$ cat config.mk
export PLATFORM = sky130hd
export DESIGN_NAME = mem_arbiter
export DESIGN_NICKNAME = d
export VERILOG_FILES = /design/src/rtl/cpu_pkg.sv /design/src/rtl/ack_timer.sv /design/src/rtl/mem_arbiter.sv
export SDC_FILE = /design/constraint.sdc
export NUM_CORES = 1
export LEC_CHECK = 0
export ABC_CLOCK_PERIOD_IN_PS = 2200
export BUFFER_PORTS_ARGS = -buffer_cell sky130_fd_sc_hd__buf_2
export CAP_MARGIN = 20
export CORE_MARGIN = 5
export CORE_UTILIZATION = 40
export DETAILED_ROUTE_END_ITERATION = 10
export PLACE_DENSITY = 0.7
export SYNTH_ARGS = -nofsm -noshare
export SYNTH_HDL_FRONTEND = slang
export SYNTH_SLANG_ARGS = --single-unit
$ cat constraint.sdc
create_clock -name clk_i -period 2.2 [get_ports clk_i]
set_input_delay 0.22 -clock clk_i [delete_from_list [all_inputs] [get_ports clk_i]]
set_output_delay 0.22 -clock clk_i [all_outputs]
set_load 0.1 [all_outputs]
$ cat src/rtl/cpu_pkg.sv
// Shared CPU-side definitions: arbiter state encoding and default bus widths.
package cpu_pkg;

  localparam int DEF_AW = 32;
  localparam int DEF_DW = 32;

  typedef enum logic [1:0] {
    IDLE  = 2'd0,
    IBUSY = 2'd1,
    DBUSY = 2'd2
  } arb_state_t;

  function automatic int cnt_width(input int limit);
    return $clog2(limit + 1);
  endfunction

endpackage

$ cat src/rtl/ack_timer.sv
// Wait-cycle counter for the single outstanding memory transaction.
// Latency: expired_o is decoded from the registered count; clear wins over enable.
// Backpressure: none; the count saturates at TIMEOUT and never wraps.
module ack_timer
  import cpu_pkg::*;
#(
  parameter int TIMEOUT = 15
) (
  input  logic clk_i,
  input  logic rst_i,
  input  logic clr_i,
  input  logic en_i,
  output logic expired_o
);

  localparam int CW = cnt_width(TIMEOUT);

  logic [CW-1:0] cnt;

  assign expired_o = (cnt == CW'(TIMEOUT));

  always_ff @(posedge clk_i or negedge rst_i) begin
    if (!rst_i) begin
      cnt <= '0;
    end else if (clr_i) begin
      cnt <= '0;
    end else if (en_i && !expired_o) begin
      cnt <= cnt + CW'(1);
    end
  end

endmodule

$ cat src/rtl/mem_arbiter.sv
// Arbitrates IF and MEM stage requests onto one shared memory port; data has fixed priority.
// Latency: 2 cycles minimum request-to-valid; an unanswered request is abandoned after TIMEOUT wait cycles.
// Backpressure: requesters hold req until their valid pulse; stall = req & ~valid.
module mem_arbiter
  import cpu_pkg::*;
#(
  parameter int AW      = DEF_AW,
  parameter int DW      = DEF_DW,
  parameter int TIMEOUT = 15
) (
  input  logic          clk_i,
  input  logic          rst_i,
  input  logic          if_req_i,
  input  logic [AW-1:0] if_addr_i,
  output logic [DW-1:0] if_rdata_o,
  output logic          if_valid_o,
  output logic          if_stall_o,
  input  logic          d_req_i,
  input  logic          d_we_i,
  input  logic [AW-1:0] d_addr_i,
  input  logic [DW-1:0] d_wdata_i,
  output logic [DW-1:0] d_rdata_o,
  output logic          d_valid_o,
  output logic          d_stall_o,
  output logic          mem_req_o,
  output logic          mem_we_o,
  output logic [AW-1:0] mem_addr_o,
  output logic [DW-1:0] mem_wdata_o,
  input  logic [DW-1:0] mem_rdata_i,
  input  logic          mem_ack_i,
  output logic          err_o
);

  arb_state_t state;

  logic if_pend;
  logic d_pend;
  logic ack;
  logic expired;
  logic timeout;
  logic done;
  logic grant_d;
  logic grant_i;

  // A requester still holds req during its own valid cycle; mask it so it is not re-granted.
  assign if_pend = if_req_i & ~if_valid_o;
  assign d_pend  = d_req_i & ~d_valid_o;

  assign ack     = mem_req_o & mem_ack_i;
  assign timeout = mem_req_o & ~mem_ack_i & expired;
  assign done    = ack | timeout;

  // Completion hands straight over to the other requester; a repeat of the same one goes via IDLE.
  assign grant_d = d_pend & ((state == IDLE) | ((state == IBUSY) & done));
  assign grant_i = if_pend & (((state == IDLE) & ~d_pend) | ((state == DBUSY) & done));

  assign if_stall_o = if_req_i & ~if_valid_o;
  assign d_stall_o  = d_req_i & ~d_valid_o;

  ack_timer #(
    .TIMEOUT(TIMEOUT)
  ) u_ack_timer (
    .clk_i    (clk_i),
    .rst_i    (rst_i),
    .clr_i    (grant_d | grant_i),
    .en_i     (mem_req_o & ~mem_ack_i),
    .expired_o(expired)
  );

  always_ff @(posedge clk_i or negedge rst_i) begin
    if (!rst_i) begin
      state       <= IDLE;
      mem_req_o   <= 1'b0;
      mem_we_o    <= 1'b0;
      mem_addr_o  <= '0;
      mem_wdata_o <= '0;
      if_rdata_o  <= '0;
      if_valid_o  <= 1'b0;
      d_rdata_o   <= '0;
      d_valid_o   <= 1'b0;
      err_o       <= 1'b0;
    end else begin
      if_valid_o <= 1'b0;
      d_valid_o  <= 1'b0;

      if (done) begin
        if (state == IBUSY) begin
          if_valid_o <= 1'b1;
          if_rdata_o <= ack ? mem_rdata_i : '0;
        end else begin
          d_valid_o <= 1'b1;
          if (!mem_we_o) begin
            d_rdata_o <= ack ? mem_rdata_i : '0;
          end
        end
        if (timeout) begin
          err_o <= 1'b1;
        end
      end

      if (grant_d) begin
        state       <= DBUSY;
        mem_req_o   <= 1'b1;
        mem_we_o    <= d_we_i;
        mem_addr_o  <= d_addr_i;
        mem_wdata_o <= d_wdata_i;
      end else if (grant_i) begin
        state       <= IBUSY;
        mem_req_o   <= 1'b1;
        mem_we_o    <= 1'b0;
        mem_addr_o  <= if_addr_i;
        mem_wdata_o <= '0;
      end else if (done) begin
        state     <= IDLE;
        mem_req_o <= 1'b0;
        mem_we_o  <= 1'b0;
      end
    end
  end

endmodule

---- Word-level counts from Yosys, hierarchy flattened ----
Cells that the tools add are included.
Widths: inputs -> output; s select.
cells by class
  add/sub/neg operators ................... 1
  equality and inequality tests ........... 3
  muxes and demuxes ....................... 19
  bitwise gates (word level) .............. 20
  reduce and logical (&&, ||, !) cells .... 9
operators with widths
  operator             number
  $mux 32              5
  $and 1x1->1          10
  $mux 1               9
  $mux 4               2
  $mux 2               3
  $not 1->1            6
  $add 4x1->4 const B  1
  $eq 4x4->1 const B   1
  $or 1x1->1           4
  $reduce_and 2->1     2
  $reduce_bool 2->1    2
  $reduce_and 3->1     1
  $reduce_bool 3->1    1
  $eq 2x1->1 const B   1
  $eq 2x2->1 const B   1
  $logic_not 2->1      1
  $logic_and 1x1->1    1
  $logic_not 1->1      1
storage, ports and cells
  flip-flop bits (word level) ............. 139
  bits of input ports ..................... 134
  output and inout bits ................... 135

---- Logic depth before layout (Yosys ltp) ----
Gate-level depths: netlist of the first run.
  word-level depth ........................ 9
  depth in mapped cells ................... 8

---- Hierarchy ----
Synthesis of the first run repeated with hierarchy kept, for this count alone.
unflattened totals
  cell total of the unflattened synthesis .. 486
  area, all modules ....................... 6,047.0 um2
by module, submodules not included
  module       instances  cells an instance  area an instance (um2)  sequential area each (um2)
  mem_arbiter  1          466                5,818.1                 3,378.2
  ack_timer    1          20                 229.0                   100.1

---- Worst setup path after synthesis of the first run ----
OpenSTA, ideal clock, no wires.
  path kind ............................... reg2reg
  from .................................... reg d_valid_o
  to ...................................... reg mem_wdata_o[26]
  library setup time ...................... 122 ps
  arrival time ............................ 3,364 ps
  setup slack ............................. -1,286 ps
  stages on the path, launching flop included .. 7
  cell sequence ........................... dfrtp_1 nor2b_1 nor2b_1 o22ai_1 buf_2 buf_2 a22o_1
between the ends
  word-level cells in the longest chain between the ends .. 7
  elaborated cells on any way between the ends .. 9
  classes of those cells .................. 1 x mux; 7 x bitwise; 1 x reduce/logical
ends and longest elaborated chain
  item                         line                RTL
  from (decl)                  mem_arbiter.sv:23   output logic d_valid_o,
  from (signal assigned)       mem_arbiter.sv:80   d_valid_o <= 1'b0;
  from (signal assigned)       mem_arbiter.sv:84   d_valid_o <= 1'b0;
  from (signal assigned)       mem_arbiter.sv:91   d_valid_o <= 1'b1;
  $not 1->1 *                  --
  $and 1x1->1 *                --
  named net d_stall_o          mem_arbiter.sv:24   output logic d_stall_o,
  $not 1->1                    mem_arbiter.sv:55   assign grant_i = if_pend & (((state == IDLE) & ~d_pend) | ((state == DBUSY) & done));
  $and 1x1->1                  mem_arbiter.sv:55
  $or 1x1->1                   mem_arbiter.sv:55
  $and 1x1->1                  mem_arbiter.sv:55
  $reduce_bool 2->1 (no line)  --
  to (signal assigned)         mem_arbiter.sv:106  mem_wdata_o <= d_wdata_i;
  to (decl)                    mem_arbiter.sv:28   output logic [DW-1:0] mem_wdata_o,
The timed path passes the listed nets; every way through them passes the cells marked *.
A chain may end at the register's enable or synchronous reset.

---- Worst setup path in the final report of the first run ----
  from .................................... reg u_ack_timer.cnt[0]
  to ...................................... reg mem_addr_o[7]
between the ends
  word-level cells in the longest chain between the ends .. 7
  elaborated cells on any way between the ends .. 11
  classes of those cells .................. 1 x eq/ne; 1 x mux; 8 x bitwise; 1 x reduce/logical
ends and longest elaborated chain
  item                                                 line                                  RTL
  from (decl)                                          ack_timer.sv:18                       logic [CW-1:0] cnt;
  from (signal assigned)                               ack_timer.sv:28                       cnt <= cnt + CW'(1);
  $eq 4x4->1 *                                         ack_timer.sv:20                       assign expired_o = (cnt == CW'(TIMEOUT));
  $and 1x1->1 *                                        mem_arbiter.sv:50                     assign timeout = mem_req_o & ~mem_ack_i & expired;
  $or 1x1->1 *                                         mem_arbiter.sv:51                     assign done = ack | timeout;
  $and 1x1->1 (on tied branches)                       mem_arbiter.sv:54, mem_arbiter.sv:55
  $or 1x1->1 (on tied branches)                        mem_arbiter.sv:54, mem_arbiter.sv:55
  $and 1x1->1 (on tied branches)                       mem_arbiter.sv:54, mem_arbiter.sv:55
  $mux 32 / $reduce_bool 2->1 (equally long branches)  --
  to (signal assigned)                                 mem_arbiter.sv:105                    mem_addr_o <= d_addr_i;
  to (signal assigned)                                 mem_arbiter.sv:111                    mem_addr_o <= if_addr_i;
  to (decl)                                            mem_arbiter.sv:27                     output logic [AW-1:0] mem_addr_o,
Mark *: on every way between the ends. The rest lies on a longest branch, timed or not.

==> results.py, run 1 <==
metrics = {
    "global_route": {
        "grt_max_degree": 67,
        "grt_pass1_wl_mm": 25.9,
        "grt_pass1_vias": 4826,
        "antenna_found_initial": 0,
        "grt_util_all_layers": 0.201,
        "grt-ovfl-total": 0,
    },
    "sta": {
        "slew_headroom": 0.580,
        "fmax_ghz": 0.489,
        "worst_clock_skew_ns": 0.00886,
        "rsz0062_at_grt": "no",
        "finalSetupViolCount": 0,
        "hold_violations": 0,
        "post-route-period-util": 0.930,
        "slew_viol_final": 0,
        "worst_slew_pin_slew_ns": 0.630,
        "layout_min_cycle_time_ns": 2.05,
        "setup_tns_ns": 0,
    },
    "layout": {
        "nFillCells": 1146,
        "multiInputGateArea_um2": 1790,
        "drive_gt1_frac": 0.452,
        "diodes": 0,
        "final_common_cell": "buf_2",
        "post-route-util": 0.570,
        "layout_common_cells": "267 x buf_2, 136 x dfrtp_1, 36 x nand3_1",
        "seq_area_um2": 3480,
        "layout.nets": 841,
        "syn_to_final_growth_pct": 41.4,
    },
    "drt": {
        "wl_mm": 16.3,
        "firstDrtPassIters": 4,
        "avgRoutedWirePerCell_um": 18.2,
        "drc": 0,
        "vias": 4737,
        "drtIter0Drc": 302,
        "avgViaCountPerCell": 5.27,
        "drtAntennaViolNets": 0,
    },
    "clock_network": {
        "cts-buffers-inserted": 17,
        "cts.sinks": 139,
        "cts-root-buf": "clkbuf_16",
        "clockBufferDepth": 2,
        "h-tree-depth": 4,
        "clk-insertion-delay-late_ns": 0.41,
        "cts_tree": "yes",
        "clkSlewWorstSetupHoldPaths_ns": 0.06,
        "cts_resized": 0,
    },
    "worst_setup_path": {
        "crit_fanout": 49,
        "arrival_ns": 2.33,
        "crit_end": "mem_addr_o[7]",
        "cp-end-kind": "register",
        "rrSetupSlack_ns": 0.15,
        "r2r-end": "mem_addr_o[7]",
        "regToRegStartpoint": "u_ack_timer.cnt[0]",
        "path_class": "reg2reg",
        "reg2reg_depth": 6,
        "setup.worst_path.start_class": "register",
        "startpoint": "u_ack_timer.cnt[0]",
        "cp_data_required_time_ns": 2.49,
    },
    "floorplan": {
        "io_pins": 269,
        "core_um2": 13700,
        "start_util": 0.403,
        "dieHeight_um": 128,
        "fp.dieArea_um2": 16300,
        "fp.dieW_um": 128,
        "rows": 43,
    },
    "run_status": {
        "run_status": "complete, no violations",
    },
    "yosys": {
        "syn_area_per_cell_um2": 12.4,
        "ys_async_sr_fraction": 1.00,
        "synth_edf_count": 0,
        "synth-compound-area-share": 0.215,
        "ys_seq_area_frac": 0.629,
        "synthMuxAreaShare": 0,
        "synthesis.nets": 580,
        "ys_types": 32,
        "synthAdderAreaFrac": 0.00226,
        "ys_ff_latch": 139,
        "syn_area_um2": 5530,
        "synth_top_family_by_area": "compound AO/OA/AOI/OAI gates",
        "synth_xor_area_frac": 0.00475,
        "yosysWarnings": 0,
        "synth-main-ff-cell": "dfrtp_1",
        "synthSimpleGateAreaFrac": 0.0907,
        "netlist_instances": 445,
    },
    "worst_hold_path": {
        "hold_class": "in2reg",
    },
    "placed_design": {
        "hpwl_mm": 11.7,
        "gp_congestion": 0.872,
        "io_buffers": 268,
    },
    "flow_run": {
        "maxCapViolCount": 0,
    },
}
cells by family after synthesis:
logic type / after synthesis
buf+inv: 74
fa+ha+maj: 1
flops: 139
xor+xnor: 3
compound gates: 140
simple gates: 88
cells in the mapped netlist, drive strengths merged (2+ instances only):
library cell  count  share of area
inv              35          0.024
and2             37          0.042
a31oi             2         0.0023
nand2             4         0.0027
nand2b            2         0.0023
a22o             32          0.051
clkbuf           24          0.016
a221o            32          0.058
xnor2             3         0.0047
a32o             33          0.060
nor2              2         0.0014
buf              15          0.018
o21ai            33          0.030
dfrtp           139           0.63
nor2b             4         0.0045
a21o              2         0.0027
nand3            36          0.033
how the worst min path moves through the flow:
stage                   from         endpoint  depth (start not counted)
3_5_place_dp           rst_i    d_rdata_o[22]                          1
3_3_place_gp           rst_i    d_rdata_o[19]                          1
6_report       d_wdata_i[18]  mem_wdata_o[18]                          2
5_1_grt         d_wdata_i[1]   mem_wdata_o[1]                          2
4_1_cts        d_wdata_i[20]  mem_wdata_o[20]                          2
2_1_floorplan          rst_i     d_rdata_o[0]                          0
sequential cells by signal, summed over array words and instances (netlist names):
register	count
d_rdata_o	32
d_valid_o	1
err_o	1
if_rdata_o	32
if_valid_o	1
mem_addr_o	32
mem_req_o	1
mem_wdata_o	32
mem_we_o	1
state	2
u_ack_timer.cnt	4
per-stage QoR:
stage	hold slack (ns)	cells	instance area [um2]	setup slack [ns]
after floorplan	-0.0756	445	5580	-0.0301
final	0.0220	899	7830	0.154
after global placement	0.227	866	7150	0.253
after CTS	0.00132	899	7830	0.142
after global routing	0.00492	899	7830	0.0217
after detailed placement	0.243	866	7150	0.154
routing by layer:
| layer | share of wire | vias to the layer above | track usage |
|---|---|---|---|
| met5 | 0 | - | 0 |
| met4 | 0.026 | 0 | 0.0936 |
| met3 | 0.066 | 37 | 0.0452 |
| met2 | 0.53 | 195 | 0.334 |
| met1 | 0.38 | 2345 | 0.251 |
| li1 | - | 2160 | - |
final cells by class:
type / count / share of cell area
inverters: 35 / 0.0173
flip-flops and latches: 139 / 0.445
multi-input cells: 232 / 0.228
clock buffers: 22 / 0.0619
clock inverters: 10 / 0.0238
well taps: 180 / 0.0288
repair buffers: 281 / 0.195
timing repair:
item                      4_1_cts  5_1_grt
buffers inserted                0        0
hold endpoints to repair       58        0
hold buffers                    1        0
worst max-delay path, cell delays in order, from the launching register on:
cell and delay [ns]:
dfrtp_1 0.39, ha_1 0.25, nand4_2 0.24, a31oi_1 0.34, o22ai_4 0.13, buf_12 0.20
a221o_1 0.37
Power of run 1 is left out: the tool's default activity adds up to more than one toggle a clock period on the data nets, which glitch-free logic cannot reach.
==> run 2: changes to the inputs <==
CORE_ASPECT_RATIO = 0.8   (was unset)
==> results.py, run 2 (synthesis results as in run 1) <==
metrics = {
    "run_status": {
        "run_status": "complete, no violations",
    },
    "floorplan": {
        "dieHeight_um": 115,
        "fp.dieArea_um2": 16300,
        "rows": 38,
        "fp.dieW_um": 142,
        "start_util": 0.408,
        "io_pins": 269,
        "core_um2": 13600,
    },
    "sta": {
        "rsz0062_at_grt": "no",
        "finalSetupViolCount": 0,
        "worst_clock_skew_ns": 0.00811,
        "layout_min_cycle_time_ns": 2.04,
        "holdWs_ns": 0.0257,
        "fmax_ghz": 0.491,
        "post-route-period-util": 0.926,
        "slew_headroom": 0.652,
        "worst_slew_pin_slew_ns": 0.526,
        "slew_viol_final": 0,
        "hold_violations": 0,
    },
    "global_route": {
        "grt_max_degree": 88,
        "grt_pass1_wl_mm": 25.2,
        "grt_pass1_vias": 4859,
        "antenna_found_initial": 1,
        "grtUsageMet3": 0.0624,
        "grt-ovfl-total": 0,
        "grt_util_all_layers": 0.196,
        "grt_busiest_layer": "met2",
        "grtUsageMet1": 0.248,
        "globalRouteMet2Util": 0.321,
    },
    "worst_setup_path": {
        "crit_fanout": 38,
        "startpoint": "u_ack_timer.cnt[0]",
        "cp-end-kind": "register",
        "reg2reg_depth": 6,
        "crit_end": "mem_addr_o[12]",
        "r2r-end": "mem_addr_o[12]",
        "path_class": "reg2reg",
        "regToRegStartpoint": "u_ack_timer.cnt[0]",
        "setup.worst_path.start_class": "register",
        "rrSetupSlack_ns": 0.16,
        "cp_data_required_time_ns": 2.49,
        "arrival_ns": 2.32,
    },
    "drt": {
        "drtIter0Drc": 236,
        "avgRoutedWirePerCell_um": 17.5,
        "drtAntennaViolNets": 0,
        "drc": 0,
        "firstDrtPassIters": 4,
        "wl_mm": 15.7,
        "vias": 4690,
        "avgViaCountPerCell": 5.21,
    },
    "placed_design": {
        "io_buffers": 268,
        "hpwl_mm": 11.3,
        "gp_congestion": 0.869,
    },
    "layout": {
        "diodes": 0,
        "post-route-util": 0.572,
        "drive_gt1_frac": 0.454,
        "layout_common_cells": "267 x buf_2, 136 x dfrtp_1, 36 x nand3_1",
        "syn_to_final_growth_pct": 40.2,
        "nFillCells": 1159,
        "layout.nets": 842,
        "final_common_cell": "buf_2",
    },
    "worst_hold_path": {
        "whs_path_depth": 2,
        "hold_class": "in2reg",
    },
    "clock_network": {
        "clk-insertion-delay-late_ns": 0.41,
        "cts_setup_buffers": 0,
        "clockBufferDepth": 2,
        "clkSlewWorstSetupHoldPaths_ns": 0.06,
        "cts_tree": "yes",
        "cts.sinks": 139,
        "cts-buffers-inserted": 17,
        "cts-root-buf": "clkbuf_16",
        "h-tree-depth": 4,
    },
    "flow_run": {
        "maxCapViolCount": 0,
    },
}
[run 2: worst min-delay path by stage]
stage | from | endpoint | slack, ns
after CTS | d_wdata_i[21] | mem_wdata_o[21] | 0.001
after floorplan | rst_i | d_rdata_o[0] | -0.08
after detailed placement | rst_i | d_rdata_o[27] | 0.21
after global placement | rst_i | d_rdata_o[25] | 0.20
final | d_wdata_i[21] | mem_wdata_o[21] | 0.03
after global routing | d_wdata_i[29] | mem_wdata_o[29] | 0.003
[run 2: area by class of cell]
class	count	area, um2	area share
clock buffer	22	484	0.0624
clock inverter	10	90.1	0.0116
inverter	35	135	0.0174
multi-input combinational	232	1790	0.231
sequential	139	3480	0.449
tap	180	225	0.0290
timing repair buffer	282	1540	0.199
[run 2: what timing repair did]
action / CTS / global route
hold endpoints to repair: 139 / 0
setup endpoints to repair: 0 / 26
resized for setup: 0 / 1
hold buffers: 1 / 0
[run 2: routing by layer]
metal	vias up	routed length, um	part of all wire
li1	2169	-	-
met1	2288	6600	0.42
met2	211	7650	0.49
met3	20	1200	0.076
met4	2	248	0.016
met5	-	20	0.0013
[run 2: through the flow]
step                setup WS, ns  instance area, um2  setup TNS (ns)  cells
floorplan                -0.0301                5580          -0.802    445
global placement           0.254                7170               0    867
detailed placement         0.118                7170               0    867
CTS                        0.107                7750               0    900
global route              0.0113                7760               0    900
finish                     0.162                7760               0    900
[run 2: critical path, stage by stage, from the launching register on]
cell     delay, ns
dfrtp_1       0.38
ha_1          0.24
nand4_2       0.25
a21oi_1       0.33
o22ai_4       0.13
buf_12        0.19
a221o_1       0.37
Power of run 2 is left out for the same reason.
==> run 3: changes to the inputs <==
BUFFER_PORTS_ARGS = unset   (was -buffer_cell sky130_fd_sc_hd__buf_2)
DONT_BUFFER_PORTS = 1   (was unset)
PLACE_DENSITY = 0.53   (was 0.7)
==> results.py, run 3 (synthesis results as in run 1) <==
metrics = {
    "run_status": {
        "run_status": "finished, violations left",
        "violations": "hold timing",
    },
    "clock_network": {
        "cts_setup_buffers": 0,
        "cts.sinks": 139,
        "cts_tree": "yes",
        "clk-insertion-delay-late_ns": 0.41,
        "clockBufferDepth": 2,
        "h-tree-depth": 4,
        "cts-buffers-inserted": 17,
        "postCtsHoldBufs": 97,
        "cts_resized": 0,
        "cts-root-buf": "clkbuf_16",
        "clkSlewWorstSetupHoldPaths_ns": 0.06,
    },
    "drt": {
        "avgViaCountPerCell": 5.40,
        "firstDrtPassIters": 4,
        "wl_mm": 16.0,
        "drc": 0,
        "m1WireLength_mm": 6.09,
        "drtAntennaViolNets": 0,
        "vias": 4289,
        "wl_met2_mm": 8.20,
        "dr.max_layer_used": "met4",
        "wl_met3_mm": 1.45,
        "avgRoutedWirePerCell_um": 20.2,
        "drtIter0Drc": 219,
    },
    "layout": {
        "syn_to_final_growth_pct": 42.4,
        "fin_cells": 794,
        "drive_gt1_frac": 0.204,
        "layout.nets": 736,
        "layout_common_cells": "136 x dfrtp_1, 97 x dlygate4sd3_1, 73 x buf_4",
        "final_common_cell": "dfrtp_1",
        "diodes": 0,
    },
    "global_route": {
        "grt_max_degree": 140,
        "grt_pass1_wl_mm": 25.0,
        "grt_util_all_layers": 0.195,
        "antenna_found_initial": 0,
        "grt_pass1_vias": 4557,
        "grt-ovfl-total": 0,
    },
    "floorplan": {
        "core_um2": 13600,
        "start_util": 0.408,
        "fp.dieArea_um2": 16300,
        "rows": 38,
        "fp.dieW_um": 142,
        "io_pins": 269,
        "dieHeight_um": 115,
    },
    "sta": {
        "finalSetupViolCount": 0,
        "fmax_ghz": 0.485,
        "layout_min_cycle_time_ns": 2.06,
        "post-route-period-util": 0.937,
        "hold_violations": 139,
        "holdWs_ns": -0.497,
        "worst_slew_pin_slew_ns": 0.956,
        "worst_clock_skew_ns": 0.00663,
        "slew_viol_final": 0,
        "rsz0062_at_grt": "no",
        "slew_headroom": 0.363,
    },
    "worst_setup_path": {
        "cp_cell_sequence": "ha_1, nand4_2, a31oi_1, o22ai_4, buf_12, a221o_1",
        "crit_fanout": 45,
        "arrival_ns": 2.35,
        "slowest_delay_ns": 0.39,
        "reg2reg_depth": 6,
        "cp-end-kind": "register",
        "slowest_stage": "dfrtp_1",
        "cp_data_required_time_ns": 2.49,
        "setup.worst_path.start_class": "register",
        "path_class": "reg2reg",
    },
    "placed_design": {
        "placed_cells_incl_taps": 665,
        "gp_congestion": 0.790,
        "hpwl_mm": 10.0,
        "io_buffers": 0,
    },
    "flow_run": {
        "maxCapViolCount": 0,
    },
    "worst_hold_path": {
        "hold_class": "in2async",
    },
}
-- run 3: changes by cell type in the layout (fill, tap and decap cells not counted) --
cell,previous run,this run
buf_2,267,0
buf_4,6,73
a31oi_2,1,0
dlygate4sd3_1,1,97
clkbuf_8,4,1
bufinv_16,1,3
clkinv_2,4,3
clkinv_4,1,4
clkbuf_1,1,0
buf_12,7,6
a31oi_1,0,1
buf_6,1,0
-- run 3: cell type report --
type / instances / area (um2)
timing repair buffer: 176 / 1640
sequential: 139 / 3480
fill: 1084 / 5670
tap: 180 / 225
inverter: 35 / 135
clock buffer: 18 / 439
clock inverter: 14 / 171
multi-input combinational: 232 / 1790
-- run 3: worst paths after layout --
| path | slack (ns) | end | from |
|---|---|---|---|
| hold reg to reg | 0.50 | mem_wdata_o[9] | mem_wdata_o[9] |
| setup / recovery | 0.14 | mem_addr_o[3] | u_ack_timer.cnt[0] |
| max in group asynchronous | 2.49 | mem_addr_o[26] | rst_i |
| min in group clk_i | 0.03 | mem_addr_o[11] | d_addr_i[11] |
| setup reg to reg | 0.14 | mem_addr_o[3] | u_ack_timer.cnt[0] |
| hold / removal | -0.50 | d_rdata_o[25] | rst_i |
-- run 3: per-layer routing --
layer | global-route usage | vias to the layer above
met3 | 0.0765 | 17
met5 | 0 | -
met1 | 0.224 | 2142
met4 | 0.0684 | 0
met2 | 0.335 | 175
li1 | - | 1955
-- run 3: critical path, delay by kind of cell, from the launching register on --
| kind | cells | cell delay, ns |
|---|---|---|
| flops | 1 | 0.39 |
| fa+ha+maj | 1 | 0.25 |
| compound gates | 3 | 0.85 |
| simple gates | 1 | 0.24 |
| buf+inv | 1 | 0.19 |
-- run 3: stage by stage --
step | setup TNS, ns | setup slack, ns | util | area (um2) | hold slack, ns
6_report | 0 | 0.140 | 0.582 | 7880 | -0.497
5_1_grt | 0 | 0.0128 | 0.582 | 7880 | -0.528
4_1_cts | 0 | 0.155 | 0.582 | 7880 | -0.520
3_5_place_dp | 0 | 0.173 | 0.465 | 6300 | -0.0723
3_3_place_gp | 0 | 0.259 | 0.465 | 6300 | -0.0727
2_1_floorplan | -0.802 | -0.0301 | - | 5580 | -0.0756
Power of run 3 is left out for the same reason.
